$ cat src/rtl/vc_arbiter_pkg.sv
// Shared definitions for the virtual-channel arbiter: lane count, FSM encoding
// and small lane index/one-hot helpers.
package vc_arbiter_pkg;

    localparam int NUM_LANES = 4;

    typedef enum logic [1:0] {
        IDLE = 2'd0,
        ARB  = 2'd1,
        HOLD = 2'd2,
        ERR  = 2'd3
    } arbState_t;

    function automatic logic [3:0] laneOneHot(input logic [1:0] idx);
        laneOneHot = 4'b0001 << idx;
    endfunction

    function automatic logic [1:0] laneIndex(input logic [3:0] oneHot);
        laneIndex = 2'd0;
        for (int i = 0; i < 4; i++) begin
            if (oneHot[i]) begin
                laneIndex = 2'(i);
            end
        end
    endfunction

endpackage

$ cat src/rtl/vc_arbiter_rr_select.sv
// Combinational round-robin pick: first eligible lane after 'last',
// searching upward modulo 4.
module rr_select (
    input  logic [3:0] eligible,
    input  logic [1:0] last,
    output logic       any,
    output logic [1:0] idx
);

    logic [1:0] cand;
    logic       found;

    always_comb begin
        any   = |eligible;
        idx   = last;
        cand  = last;
        found = 1'b0;
        // k = 4 wraps back to 'last' itself, so a lone eligible lane can be re-granted.
        for (int k = 1; k <= 4; k++) begin
            cand = last + 2'(k);
            if (!found && eligible[cand]) begin
                idx   = cand;
                found = 1'b1;
            end
        end
    end

endmodule

$ cat src/rtl/vc_arbiter.sv
// Four-lane virtual-channel arbiter: round-robin pops from the lane FIFOs and
// forwards each popped word to the destination FIFO one cycle later.
module vc_arbiter
    import vc_arbiter_pkg::*;
#(
    parameter int DATA_W = 6,
    parameter int LANES  = NUM_LANES
) (
    input  logic                    clk,
    input  logic                    rst,
    input  logic                    enb,
    input  logic                    iniciar,
    input  logic [LANES-1:0]        empty,
    input  logic [LANES-1:0]        pausa,
    input  logic [LANES-1:0]        continuar,
    input  logic                    error_full,
    input  logic                    out_full,
    input  logic [LANES*DATA_W-1:0] data_in,
    output logic [LANES-1:0]        pop,
    output logic                    push,
    output logic [DATA_W-1:0]       data_out,
    output logic [1:0]              sel,
    output logic [1:0]              state,
    output logic                    error
);

    arbState_t        stateReg;
    logic [LANES-1:0] pausedReg;
    logic [LANES-1:0] pausedNext;
    logic [LANES-1:0] eligible;
    logic [LANES-1:0] popReg;
    logic [1:0]       lastGrantReg;
    logic [1:0]       selReg;
    logic [1:0]       grantIdx;
    logic             pushReg;
    logic             errorReg;
    logic             anyEligible;
    logic             allPaused;

    genvar gi;
    generate
        for (gi = 0; gi < LANES; gi++) begin : gEligible
            assign eligible[gi] = ~empty[gi] & ~pausedReg[gi];
        end
    endgenerate

    // A pause arriving with a resume for the same lane wins.
    assign pausedNext = (pausedReg & ~continuar) | pausa;
    assign allPaused  = &pausedReg;

    rr_select uRrSelect (
        .eligible (eligible),
        .last     (lastGrantReg),
        .any      (anyEligible),
        .idx      (grantIdx)
    );

    always_ff @(posedge clk or negedge rst) begin
        if (!rst) begin
            stateReg     <= IDLE;
            pausedReg    <= '0;
            lastGrantReg <= 2'd3;
            popReg       <= '0;
            pushReg      <= 1'b0;
            selReg       <= 2'd0;
            errorReg     <= 1'b0;
        end else if (enb) begin
            // Every pop turns into a push on the next cycle unless ERR drops it.
            popReg  <= '0;
            pushReg <= |popReg;
            if (|popReg) begin
                selReg <= laneIndex(popReg);
            end
            case (stateReg)
                IDLE: begin
                    if (iniciar) begin
                        stateReg <= ARB;
                    end
                end
                ARB: begin
                    pausedReg <= pausedNext;
                    if (error_full) begin
                        stateReg <= ERR;
                        errorReg <= 1'b1;
                        pushReg  <= 1'b0;
                    end else if (out_full || allPaused) begin
                        stateReg <= HOLD;
                    end else if (anyEligible) begin
                        popReg       <= laneOneHot(grantIdx);
                        lastGrantReg <= grantIdx;
                    end
                end
                HOLD: begin
                    pausedReg <= pausedNext;
                    if (error_full) begin
                        stateReg <= ERR;
                        errorReg <= 1'b1;
                        pushReg  <= 1'b0;
                    end else if (!out_full && !allPaused) begin
                        stateReg <= ARB;
                    end
                end
                ERR: begin
                    pushReg <= 1'b0;
                end
                default: begin
                    stateReg <= IDLE;
                end
            endcase
        end
    end

    // With enb low the whole datapath is frozen, so strobes are masked, not lost.
    assign pop      = popReg & {LANES{enb}};
    assign push     = pushReg & enb;
    assign sel      = selReg;
    assign state    = stateReg;
    assign error    = errorReg;
    assign data_out = push ? data_in[int'(selReg) * DATA_W +: DATA_W] : '0;

endmodule

$ cat config.mk
export PLATFORM = sky130hd
export DESIGN_NAME = vc_arbiter
export DESIGN_NICKNAME = d
export VERILOG_FILES = /design/src/rtl/vc_arbiter_pkg.sv /design/src/rtl/vc_arbiter_rr_select.sv /design/src/rtl/vc_arbiter.sv
export SDC_FILE = /design/constraint.sdc
export NUM_CORES = 1
export LEC_CHECK = 0
export BUFFER_PORTS_ARGS = -buffer_cell sky130_fd_sc_hd__clkbuf_2
export CAP_MARGIN = 15
export CORE_MARGIN = 10
export CORE_UTILIZATION = 44
export DETAILED_ROUTE_END_ITERATION = 8
export PLACE_DENSITY_LB_ADDON = 0.12
export SLEW_MARGIN = 10
export SYNTH_ARGS = -nofsm -noshare
export SYNTH_HDL_FRONTEND = slang
export SYNTH_HIERARCHICAL = 1
export SYNTH_SLANG_ARGS = --single-unit
$ cat constraint.sdc
create_clock -name clk -period 1.9 [get_ports clk]
set_clock_uncertainty 0.1 [all_clocks]
set_input_delay 0 -clock clk [delete_from_list [all_inputs] [get_ports clk]]
set_output_delay 0 -clock clk [all_outputs]
set_load 0.02 [all_outputs]
======== After elaboration in Yosys (flattened, before gate mapping) ========
Index checks and enable logic that the tools add are counted.
operators by class
  bitwise logic cells ..................... 19
  add/subtract/negate cells ............... 3
  magnitude comparators ................... 4
  $mul .................................... 1
  reductions and logical operators ........ 21
  multiplexer cells ....................... 31
  shift operators ......................... 2
  equal/unequal tests ..................... 6
operator list
  operator                                             count
  variable part select 24 x 6 -> 6 bit                 1
  2-to-1 mux 2 bit                                     11
  2-to-1 mux 4 bit                                     4
  < comparator 2 x 3 -> 1 bit (second input constant)  4
  inverter 1 bit                                       10
  AND reduction 5 bit                                  2
  2-to-1 mux 1 bit                                     9
  AND 4 bit                                            2
  binary-select mux 1 bit (select 2 bit)               4
  OR reduction 4 bit                                   2
  2-to-1 mux 6 bit                                     1
  inequality test 3 bit (second input constant)        2
  one-hot mux 2 bit (3 select lines)                   1
  AND 1 bit                                            5
  zero test 1 bit                                      5
  adder 2 bit (second input constant)                  2
  == test 2 bit (second input constant)                2
  logical AND 1 bit                                    4
  multiplier 2 x 2 -> 4 bit (second input constant)    1
  inverter 4 bit                                       1
  OR 4 bit                                             1
  AND reduction 2 bit                                  2
  AND reduction 4 bit                                  1
  << shifter 1 x 2 -> 4 bit (first input constant)     1
  other kinds (9)                                      9
storage, ports and cells
  word-level logic and storage cells ...... 94
  bits in registers ....................... 16
  output and inout bits ................... 16
  input port bits ......................... 42

======== Depth between registers and ports, before layout ========
Gate-level depths: netlist of run 1.
  depth in word-level cells ............... 19
  mapped depth ............................ 6
  gate-level depth less buffers ........... 6

======== Hierarchy ========
The synthesis of run 1 kept the hierarchy.
modules (own cells, without submodules)
  module      cells an instance  times used  area an instance (um2)  seq. area each (um2)
  vc_arbiter  96                 1           998.5                   402.9
  rr_select   14                 1           72.6                    0.0

======== Worst setup path after synthesis of run 1 ========
No wires, ideal clock.
  path kind ............................... reg2reg
  start point ............................. reg stateReg[0], in the netlist state[0]
  end point ............................... reg stateReg[1], in the netlist state[1]
  setup time .............................. 125 ps
  stages on the path, launching flop included .. 7
  required time ........................... 1675 ps
  path buffers ............................ 0
  slack ................................... 118 ps
  arrival ................................. 1557 ps
  clock period less this slack ............ 1782 ps
  path through ............................ dfrtp_1 -> inv_1 -> ha_1 -> nor2b_1 -> a2111oi_2 -> a21o_2 -> mux2_4
on the way
  longest elaborated chain between the ends .. 3
  elaborated cells between the ends (all ways) .. 9
  those cells by class .................... 5 x eq/ne; 1 x mux; 3 x reduce/logical
ends and longest elaborated chain
  item                                                            line              source
  from (decl)                                                     vc_arbiter.sv:27  arbState_t stateReg;
  from (signal assigned)                                          vc_arbiter.sv:60  stateReg <= IDLE;
  from (signal assigned)                                          vc_arbiter.sv:77  stateReg <= ARB;
  from (signal assigned)                                          vc_arbiter.sv:83  stateReg <= ERR;
  == test 2 bit (tied with other cells)                           vc_arbiter.sv:74  case (stateReg)
  inequality test 3 bit (no source line) (tied with other cells)  --
  AND reduction 5 bit (no source line)                            --
Parallel ways exist; a longest one is shown, timed or not.
A chain may end at the register's enable or synchronous reset.

======== Worst setup path after layout of run 1 ========
  start point ............................. reg selReg[0], in the netlist sel[0]
  end point ............................... out data_out[2]
on the way
  longest elaborated chain between the ends .. 3
ends and longest elaborated chain
  item                                  line               source
  from (decl)                           vc_arbiter.sv:33   logic [1:0] selReg;
  from (signal assigned)                vc_arbiter.sv:72   selReg <= laneIndex(popReg);
  multiplier 2 x 2 -> 4 bit             vc_arbiter.sv:119  assign data_out = push ? data_in[int'(selReg) * DATA_W +: DATA_W] : '0;
  variable part select 24 x 6 -> 6 bit  vc_arbiter.sv:119
  2-to-1 mux 6 bit                      vc_arbiter.sv:119
  to (decl)                             vc_arbiter.sv:21   output logic [DATA_W-1:0] data_out,
Every way passes these cells.

==> flow_metrics.py, run 1 <==
metrics = {
    "run_status": {
        "status": "complete, no violations",
    },
    "clock_network": {
        "htreeDepth": 1,
        "cts_made_buffers": 3,
        "cts-root-to-sink-buffers": 2,
        "clkSinkCount": 16,
        "clkSlewWorstSetupHoldPaths_ps": 80,
        "clock_tree_from_tritoncts": "built",
        "insertion_delay_ps": 290,
        "ctsRootBufferMaster": "sky130_fd_sc_hd__clkbuf_4",
    },
    "hold_path": {
        "whs_path_depth": 2,
        "hold_path_startpoint": "enb",
        "min_delay_worst_endpoint": "popReg[3]",
        "hold_path_class": "primary input to flop",
    },
    "floorplan": {
        "dieWidth_um": 69.34,
        "core_region_area_um2": 2255,
        "die_area_um2": 4807,
        "top_level_ports": 58,
        "std_cell_rows": 17,
        "die-height_um": 69.34,
        "initial_core_util": 0.4750,
    },
    "sta": {
        "fmax_mhz": 566.7,
        "rsz0062_at_grt": "no",
        "setup_total_neg_slack_ps": 0,
        "fin_worst_hold_slack_ps": 33.18,
        "period_minus_slack_ps": 1765,
        "finalHoldViolCount": 0,
        "worstMarginPinSlew_ps": 407.4,
        "final.period_utilization": 0.9287,
        "slew-limit-headroom": 0.7284,
        "setup_viol": 0,
        "slew_viol_final": 0,
    },
    "power": {
        "power-per-cell-area_nw_per_um2": 1108,
        "power.total_w": 0.001680,
        "peakVddDrop_mv": 0.7023,
        "cellLeakagePower_nw": 0.7987,
    },
    "setup_path": {
        "worst_r2r_endpoint": "state[1]",
        "timing.setup.critical_path_class": "flop to primary output",
        "timing.reg2reg.worst_path_depth": 5,
        "startpoint_type": "flop",
        "required_ps": 1800,
        "worst_ep_arrival_time_ps": 1660,
        "regToRegStartpoint": "state[1]",
        "r2r_slack_ps": 140,
        "critPathCaptureType": "primary output",
        "crit_fanout": 9,
    },
    "global_route": {
        "grt_max_degree": 17,
        "global_route.usage.met3": 0.05136,
        "first_pass_grt_wire_length_um": 5444,
        "grt_antenna_before_repair": 0,
        "globalRouteMet2Util": 0.2419,
        "globalRouteOverflowTotal": 0,
        "groute.layer.met1.usage": 0.1331,
        "via_count_of_the_first_global_routing_pass": 1207,
        "globalRoute.busiestLayer": "met2",
        "grt_use_total": 0.1321,
    },
    "synth": {
        "netlist_instances": 110,
        "syn_avg_cell_area_um2": 9.737,
        "synth_nets": 156,
        "synth.cell_area_um2": 1071,
        "synth-seq-area-share": 0.3762,
        "netlist-cell-type-count": 32,
        "synth.yosys.warnings": 6,
        "postSynthRegisterBits": 16,
    },
    "drt": {
        "first_pass_detailed_route_iteration_total": 4,
        "routed_via_density": 5.296,
        "first_iter_violations": 64,
        "route.antenna.remaining_nets": 0,
        "routed_wl_um": 3214,
        "avgRoutedWirePerCell_um": 15.60,
        "via_count": 1091,
        "route.detailed.drc": 0,
    },
    "finish": {
        "areaGrowthSynthToFinish_pct": 41.59,
        "post_route_cell_area_um2": 1516,
        "drive_gt1_frac": 0.4326,
        "antennaDiodeCount": 0,
        "finalNetCount": 225,
        "postLayoutCoreUtil": 0.6726,
    },
    "placed_design": {
        "dpl-instance-area_um2": 1379,
        "dp.final_hpwl_um": 2588,
        "io_buffers": 57,
        "place.gp.congestion": 0.8072,
    },
    "run": {
        "timing.max_cap.violations": 0,
    },
}
[kinds of logic after synthesis]
group / count (synthesis) / share of synthesized area
multiplexers: 10 / 0.1694
AND/OR/NAND/NOR: 39 / 0.1764
buffers and inverters: 16 / 0.05724
adder cells (fa/ha/maj): 4 / 0.04673
AO/OA/AOI/OAI: 25 / 0.1741
flip-flops: 16 / 0.3762
[cells in the mapped netlist]
master,n,area [um^2]
sky130_fd_sc_hd__nand4_1,1,6.260
sky130_fd_sc_hd__nor2_2,1,6.260
sky130_fd_sc_hd__nand2_1,10,37.54
sky130_fd_sc_hd__mux2_2,1,11.26
sky130_fd_sc_hd__mux4_2,6,135.1
sky130_fd_sc_hd__a31oi_1,1,6.260
sky130_fd_sc_hd__and3_1,6,37.54
sky130_fd_sc_hd__a21o_2,1,8.760
sky130_fd_sc_hd__dfstp_2,2,52.55
sky130_fd_sc_hd__and4_2,1,10.01
sky130_fd_sc_hd__a22o_1,4,35.03
sky130_fd_sc_hd__nor3_1,2,10.01
sky130_fd_sc_hd__a41oi_2,1,16.27
sky130_fd_sc_hd__a21o_1,2,15.01
sky130_fd_sc_hd__a21oi_1,5,25.02
sky130_fd_sc_hd__o21ai_0,3,15.01
sky130_fd_sc_hd__ha_1,4,50.05
sky130_fd_sc_hd__dfrtp_1,14,350.3
sky130_fd_sc_hd__a211oi_1,1,7.510
sky130_fd_sc_hd__nand2b_1,3,18.77
sky130_fd_sc_hd__a2111oi_2,1,15.01
sky130_fd_sc_hd__mux2_4,1,15.01
sky130_fd_sc_hd__a211o_1,1,8.760
sky130_fd_sc_hd__nor2_1,12,45.04
sky130_fd_sc_hd__inv_1,13,48.80
sky130_fd_sc_hd__o22ai_1,4,25.02
sky130_fd_sc_hd__clkbuf_1,2,7.510
sky130_fd_sc_hd__mux2i_1,2,20.02
sky130_fd_sc_hd__nand3_1,1,5.000
sky130_fd_sc_hd__a32oi_1,1,8.760
sky130_fd_sc_hd__buf_2,1,5.000
sky130_fd_sc_hd__nor2b_1,2,12.51
[routing by layer]
| metal | up-vias | share of wire |
|---|---|---|
| li1 | 531 | - |
| met1 | 524 | 0.38 |
| met2 | 32 | 0.54 |
| met3 | 4 | 0.070 |
| met4 | 0 | 0.0090 |
| met5 | - | 0 |
[worst max-delay path by stage]
| stage | slack [ps] | cells after the start | startpoint | to |
|---|---|---|---|---|
| final | 140 | 3 | sel[0] | data_out[2] |
| after global routing | 30 | 3 | sel[0] | data_out[1] |
| after CTS | 110 | 3 | sel[0] | data_out[0] |
| after detailed placement | 150 | 5 | state[1] | state[1] |
| after global placement | 200 | 5 | state[0] | state[1] |
| after floorplan | 120 | 6 | state[0] | state[1] |
[cell usage in the layout, fill, tap and decap left out, drive strengths merged]
cell          n
nand4         1
and3          6
nor2b         2
dfrtp        14
nor2         13
a32oi         1
mux2          2
a22o          4
a211oi        1
inv          13
a21o          3
nand2        10
clkbuf       61
nand3         1
dfstp         2
o21ai         3
and4          1
a2111oi       1
mux4          6
nand2b        3
o22ai         4
nor3          2
a211o         1
mux2i         2
ha            4
a21oi         5
a31oi         1
a41oi         1
dlygate4sd3  10
[through the flow]
stage / worst slack [ps] / instances
floorplan: 117.9 / 110
global placement: 199.7 / 192
detailed placement: 149.2 / 192
CTS: 109.6 / 206
global route: 34.44 / 206
finish: 135.4 / 206
[area by class of cell]
| cell class | instances | area (um^2) |
|---|---|---|
| Timing Repair Buffer | 67 | 385.4 |
| Multi-Input combinational cell | 78 | 606.8 |
| Sequential cell | 16 | 404.1 |
| Tap cell | 28 | 35.03 |
| Clock buffer | 4 | 36.28 |
| Inverter | 13 | 48.80 |
| Fill cell | 191 | 738.2 |
[sequential cells by signal, summed over array words and instances, names as in the netlist]
name / flops
error: 1
state: 2
pausedReg: 4
pushReg: 1
sel: 2
lastGrantReg: 2
popReg: 4
[critical path, stage by stage, from the launching register on]
cell and delay, ps:
sky130_fd_sc_hd__dfrtp_2 520, sky130_fd_sc_hd__mux4_2 520, sky130_fd_sc_hd__and3_1 190, sky130_fd_sc_hd__clkbuf_2 150
[repair_timing]
| action | CTS | global route |
|---|---|---|
| setup buffers | 0 | 0 |
| gates resized for setup | 1 | 0 |
| hold buffers | 10 | 0 |
| endpoints found under the hold margin | 21 | 0 |
| endpoints found under the setup margin | 6 | 0 |
[power breakdown]
part,internal [W],total (W),switching [W]
sequential,0.000472,0.000626,0.000154
clock,0.000117,0.000221,0.000104
combinational,0.000415,0.000833,0.000419
total,0.00100,0.00168,0.000677
Power figures use the tool's default switching activity.
==> run 2: changes to the inputs <==
- SYNTH_HIERARCHICAL: 1 -> default
==> run 2 against run 1 <==
Effect of this change:
- hold slack got worse by 13 ps
- die area increased by 0.59%
- via count increased by 4.2%
- maximum frequency decreased by 4.2%
- synthesized area increased by 0.82%
- routed wire length increased by 6.1%
- register-to-register slack got worse by 80 ps
- utilization increased by 2.3 points
- setup slack got worse by 77 ps
- clock power decreased by 21%
- critical path type is now flop to flop
- largest cell class unchanged
- highest routed layer unchanged
==> flow_metrics.py, run 2 <==
metrics = {
    "hold_path": {
        "hold_path_class": "primary input to flop",
    },
    "global_route": {
        "grt_max_degree": 17,
        "grt_antenna_before_repair": 0,
        "grt_use_total": 0.1392,
        "globalRouteOverflowTotal": 0,
        "via_count_of_the_first_global_routing_pass": 1249,
        "first_pass_grt_wire_length_um": 5816,
    },
    "setup_path": {
        "timing.setup.critical_path_class": "flop to flop",
        "startpoint_type": "flop",
        "r2r_slack_ps": 60,
        "critPathCaptureType": "flop",
        "worstPathCellList": "buf_6 -> ha_1 -> a211o_1 -> a311oi_2 -> mux2_1",
        "critical_path.slowest_cell": "sky130_fd_sc_hd__dfrtp_1",
        "required_ps": 1970,
        "cp_bufs_invs": 1,
        "crit_family": "compound AO/OA/AOI/OAI gates",
        "worst_ep_arrival_time_ps": 1920,
        "crit_fanout": 4,
        "cp_slowest_stage_delay_ps": 410,
    },
    "finish": {
        "post_route_cell_area_um2": 1584,
        "most_frequent_standard_cell_in_the_layout_excluding_fill_and_tap_cells": "sky130_fd_sc_hd__clkbuf_2",
        "multi_input_area_um2": 660.6,
        "fillCellCount": 181,
        "reg_top3": "pausedReg: 4 flops, popReg: 4 flops",
        "drive_gt1_frac": 0.4888,
        "antennaDiodeCount": 0,
        "areaGrowthSynthToFinish_pct": 46.70,
        "instances_no_fill": 206,
        "final-seq-area_um2": 405.4,
        "layout.cells.most_common_list": "sky130_fd_sc_hd__clkbuf_2, sky130_fd_sc_hd__dfrtp_1, sky130_fd_sc_hd__nor2_1",
        "finalNetCount": 226,
    },
    "sta": {
        "slew_viol_final": 0,
        "slew-limit-headroom": 0.7357,
        "final.setup.worst_slack_ps": 58.32,
        "finalHoldViolCount": 0,
        "period_minus_slack_ps": 1842,
        "final.period_utilization": 0.9693,
        "fmax_mhz": 543.0,
        "worstMarginPinSlew_ps": 396.4,
        "setup_viol": 0,
    },
    "power": {
        "peakVddDrop_mv": 0.7365,
        "switching_share": 0.4139,
        "power-per-cell-area_nw_per_um2": 1114,
        "p_int_w": 0.001034,
        "cellLeakagePower_nw": 0.8030,
        "switchingPower_w": 0.0007301,
        "p_comb_frac": 0.537,
        "p_seq_frac": 0.365,
        "pwr-share-clk": 0.099,
    },
    "floorplan": {
        "initial_core_util": 0.4744,
        "core_region_area_um2": 2276,
        "std_cell_rows": 17,
        "die-height_um": 69.54,
        "top_level_ports": 58,
        "dieWidth_um": 69.54,
        "die_area_um2": 4836,
    },
    "synth": {
        "yosys.area.top_type": "sky130_fd_sc_hd__dfrtp_1",
        "synth-async-reset-ratio": 1.000,
        "synth-edff-count": 0,
        "synth-seq-area-share": 0.3731,
        "syn_avg_cell_area_um2": 10.09,
        "netlist-cell-type-count": 39,
        "synth_common_cells": "sky130_fd_sc_hd__dfrtp_1, sky130_fd_sc_hd__nor2_1, sky130_fd_sc_hd__inv_1",
        "post_synth_main_area_contributors": "sky130_fd_sc_hd__dfrtp_1, sky130_fd_sc_hd__mux4_2, sky130_fd_sc_hd__dfstp_2, sky130_fd_sc_hd__ha_1, sky130_fd_sc_hd__nor2_1",
        "postSynthRegisterBits": 16,
        "synth.yosys.warnings": 0,
        "synth_largest_type_area_fraction": 0.3244,
        "synth.cell_area_um2": 1080,
        "synth_top_flop_cell": "sky130_fd_sc_hd__dfrtp_1",
        "netlist_instances": 107,
        "yosysMostFrequentCell": "sky130_fd_sc_hd__dfrtp_1",
        "synth_nets": 153,
    },
    "clock_network": {
        "insertion_delay_ps": 280,
        "htreeDepth": 1,
        "clock_tree_from_tritoncts": "built",
        "clkSlewWorstSetupHoldPaths_ps": 90,
        "cts-root-to-sink-buffers": 2,
        "clkSinkCount": 16,
        "ctsRootBufferMaster": "sky130_fd_sc_hd__clkbuf_4",
        "cts_made_buffers": 3,
    },
    "drt": {
        "routed_via_density": 5.519,
        "route.antenna.remaining_nets": 0,
        "via_count": 1137,
        "first_iter_violations": 44,
        "routed_wl_um": 3409,
        "avgRoutedWirePerCell_um": 16.55,
        "first_pass_detailed_route_iteration_total": 4,
        "route.detailed.drc": 0,
    },
    "placed_design": {
        "detailedPlace.worstSlack_ps": 73.15,
        "dpl-instance-area_um2": 1424,
        "place.gp.congestion": 0.8665,
        "placedCellCount": 193,
        "dp.final_hpwl_um": 2739,
        "io_buffers": 57,
    },
    "run_status": {
        "status": "complete, no violations",
    },
    "run": {
        "timing.max_cap.violations": 0,
    },
}
-- run 2: kinds of logic after synthesis --
kind of cell    synth area share
flops                     0.3731
fa+ha+maj                0.04635
buf+inv                  0.04982
compound gates            0.2121
simple gates              0.1738
mux                       0.1448
-- run 2: stage by stage --
stage	util	TNS, ps	hold slack [ps]	total power [W]
global route	0.6960	-2.794	32.51	0.001923
finish	0.6960	0	20.19	0.001764
CTS	0.6800	0	17.94	0.001713
detailed placement	0.6256	0	-152.4	0.001525
global placement	0.6256	0	-157.1	0.001494
floorplan	-	0	-395.6	0.001238
-- run 2: power by group through the flow --
stage               sequential, W  clock, W  combinational (W)
finish                   0.000643  0.000174           0.000947
global route             0.000674  0.000195            0.00105
CTS                      0.000632  0.000173           0.000907
detailed placement       0.000638         0           0.000886
global placement         0.000631         0           0.000863
floorplan                0.000626         0           0.000612
-- run 2: area by class of cell --
cell class,count,area share
sequential,16,0.2559
inverter,11,0.02607
tap,28,0.02212
clock buffer,3,0.01422
multi-input combinational,77,0.4171
timing repair buffer,71,0.2646
-- run 2: final timing paths --
kind	from	to	cells after the start
hold / removal	enb	pushReg	3
hold reg to reg	popReg[2]	sel[0]	1
setup reg to reg	state[1]	state[1]	5
setup / recovery	state[1]	state[1]	5
min in group asynchronous	rst	popReg[3]	2
max in group asynchronous	rst	lastGrantReg[0]	2
-- run 2: tightest hold or removal path, delay by kind of cell --
kind | cells | cell delay, ps
buf+inv | 2 | 300
compound gates | 1 | 70
-- run 2: what timing repair did --
item,CTS,global route
hold endpoints to repair,21,0
endpoints found under the setup margin,3,4
pin swaps,0,3
resized for setup,1,9
buffers inserted,0,0
hold buffers,10,0
-- run 2: per-layer routing --
| layer | wire length (um) | track usage | vias up |
|---|---|---|---|
| met5 | 0 | 0 | - |
| met4 | 67 | 0.04213 | 0 |
| met3 | 305 | 0.05136 | 8 |
| met2 | 1693 | 0.2349 | 48 |
| met1 | 1343 | 0.1585 | 533 |
| li1 | - | - | 548 |
==> run 3: changes to the inputs <==
--- a/constraint.sdc
+++ b/constraint.sdc
@@ -4,2 +4,2 @@
 set_output_delay 0 -clock clk [all_outputs]
-set_load 0.02 [all_outputs]
+set_load 0.1 [all_outputs]
==> run 3 against run 2 <==
Effect of this change:
- utilization increased by 6.7 points
- maximum frequency decreased by 2.4%
- register-to-register slack got worse by 50 ps
- flip-flop and latch count unchanged
- combinational power increased by 44%
- sequential share of layout area decreased by 1.7 points
- via count increased by 0.35%
- setup slack got worse by 46 ps
- largest cell class unchanged
==> flow_metrics.py, run 3 (same netlist as run 2, synthesis figures left out) <==
metrics = {
    "clock_network": {
        "clock_tree_from_tritoncts": "built",
        "htreeDepth": 1,
        "ctsRootBufferMaster": "sky130_fd_sc_hd__clkbuf_4",
        "clkSlewWorstSetupHoldPaths_ps": 90,
        "insertion_delay_ps": 290,
        "clkSinkCount": 16,
        "cts-root-to-sink-buffers": 2,
        "cts_made_buffers": 3,
    },
    "run": {
        "timing.max_cap.violations": 0,
    },
    "placed_design": {
        "dp.final_hpwl_um": 2705,
        "place.gp.congestion": 0.8390,
        "io_buffers": 57,
        "dpl-instance-area_um2": 1441,
    },
    "sta": {
        "fin_worst_hold_slack_ps": 17.20,
        "setup_viol": 0,
        "period_minus_slack_ps": 1888,
        "worstMarginPinSlew_ps": 551.5,
        "slew_viol_final": 0,
        "fmax_mhz": 529.8,
        "rsz0062_at_grt": "yes",
        "finalHoldViolCount": 0,
        "slew-limit-headroom": 0.6339,
        "final.period_utilization": 0.9935,
    },
    "floorplan": {
        "core_region_area_um2": 2276,
        "dieWidth_um": 69.54,
        "die_area_um2": 4836,
        "initial_core_util": 0.4744,
        "std_cell_rows": 17,
        "die-height_um": 69.54,
        "top_level_ports": 58,
    },
    "power": {
        "switching_share": 0.4862,
        "p_comb_frac": 0.597,
        "switchingPower_w": 0.001108,
        "power-per-cell-area_nw_per_um2": 1313,
        "pwr-share-clk": 0.099,
        "p_int_w": 0.001171,
        "peakVddDrop_mv": 0.9311,
        "cellLeakagePower_nw": 0.8387,
        "p_seq_frac": 0.303,
    },
    "finish": {
        "drive_gt1_frac": 0.5879,
        "reg_top3": "pausedReg: 4 flops, popReg: 4 flops",
        "most_frequent_standard_cell_in_the_layout_excluding_fill_and_tap_cells": "sky130_fd_sc_hd__clkbuf_2",
        "layout.cells.most_common_list": "sky130_fd_sc_hd__clkbuf_2, sky130_fd_sc_hd__dfrtp_1, sky130_fd_sc_hd__dlygate4sd3_1",
        "areaGrowthSynthToFinish_pct": 60.72,
        "finalNetCount": 229,
        "antennaDiodeCount": 0,
        "post_route_cell_area_um2": 1735,
    },
    "drt": {
        "routed_via_density": 5.433,
        "via_count": 1141,
        "avgRoutedWirePerCell_um": 17.18,
        "route.antenna.remaining_nets": 0,
        "route.detailed.drc": 0,
        "routed_wl_um": 3607,
        "first_iter_violations": 57,
        "first_pass_detailed_route_iteration_total": 4,
    },
    "global_route": {
        "via_count_of_the_first_global_routing_pass": 1247,
        "grt_antenna_before_repair": 0,
        "grt_max_degree": 17,
        "first_pass_grt_wire_length_um": 5996,
        "grt_use_total": 0.1447,
        "globalRouteOverflowTotal": 0,
    },
    "setup_path": {
        "startpoint_type": "flop",
        "crit_fanout": 5,
        "worstPathCellList": "ha_1 -> a211o_1 -> a311oi_4 -> buf_4 -> mux2i_2",
        "required_ps": 2010,
        "cp_bufs_invs": 1,
        "crit_family": "compound AO/OA/AOI/OAI gates",
        "cp_slowest_stage_delay_ps": 530,
        "critPathCaptureType": "flop",
        "critical_path.slowest_cell": "sky130_fd_sc_hd__dfrtp_4",
        "timing.setup.critical_path_class": "flop to flop",
        "worst_ep_arrival_time_ps": 2000,
    },
    "hold_path": {
        "hold_path_class": "primary input to flop",
    },
    "run_status": {
        "status": "complete, no violations",
    },
}
-- run 3: power by group through the flow --
stage | Clock (W) | Sequential (W) | Combinational [W]
global route | 0.000252 | 0.000720 | 0.00146
CTS | 0.000228 | 0.000684 | 0.00120
detailed placement | 0 | 0.000683 | 0.00115
finish | 0.000226 | 0.000691 | 0.00136
global placement | 0 | 0.000669 | 0.00113
floorplan | 0 | 0.000862 | 0.000724
-- run 3: path summary, 6_finish.rpt --
path | startpoint | endpoint | slack [ps] | cells after the start
worst min-delay path | enb | pushReg | 20 | 3
worst min register to register | popReg[2] | sel[0] | 360 | 1
min in group asynchronous | rst | popReg[1] | 60 | 2
max in group asynchronous | rst | lastGrantReg[0] | 1320 | 2
worst max register to register | state[1] | state[0] | 10 | 5
worst max-delay path | state[1] | state[0] | 10 | 5
-- run 3: layer usage --
layer	global-route usage	vias up	wire length (um)
met4	0.04213	0	50
li1	-	557	-
met1	0.1708	530	1534
met3	0.04280	4	266
met5	0	-	0
met2	0.2450	50	1755
-- run 3: through the flow --
step	instances	TNS, ps	power (W)	worst slack [ps]	util
after floorplan	107	-435.3	0.001586	-114.2	-
after global placement	191	0	0.001802	72.95	0.6333
after detailed placement	191	-1.949	0.001832	-1.949	0.6333
after CTS	205	-0.8851	0.002115	-0.8851	0.7235
after global routing	210	-226.9	0.002429	-56.32	0.7625
final	210	0	0.002279	12.40	0.7625
-- run 3: cell type report --
class                           instances  area [um^2]
Inverter                               11        43.79
Multi-Input combinational cell         77        701.9
Timing Repair Buffer                   74        503.0
Tap cell                               28        35.03
Fill cell                             160        540.5
Clock buffer                            4        36.28
Sequential cell                        16        415.4
-- run 3: worst register-to-register path, stage by stage, from the launching register on --
cell and delay [ps]:
sky130_fd_sc_hd__dfrtp_4 530, sky130_fd_sc_hd__ha_1 200, sky130_fd_sc_hd__a211o_1 300, sky130_fd_sc_hd__a311oi_4 320, sky130_fd_sc_hd__buf_4 170, sky130_fd_sc_hd__mux2i_2 190
-- run 3: what timing repair did --
item | in CTS | in global routing
cloned | 0 | 0
resized for setup | 14 | 16
hold buffers | 10 | 0
setup endpoints to repair | 9 | 11
endpoints found under the hold margin | 21 | 0
pin swaps | 0 | 3
setup buffers | 0 | 5
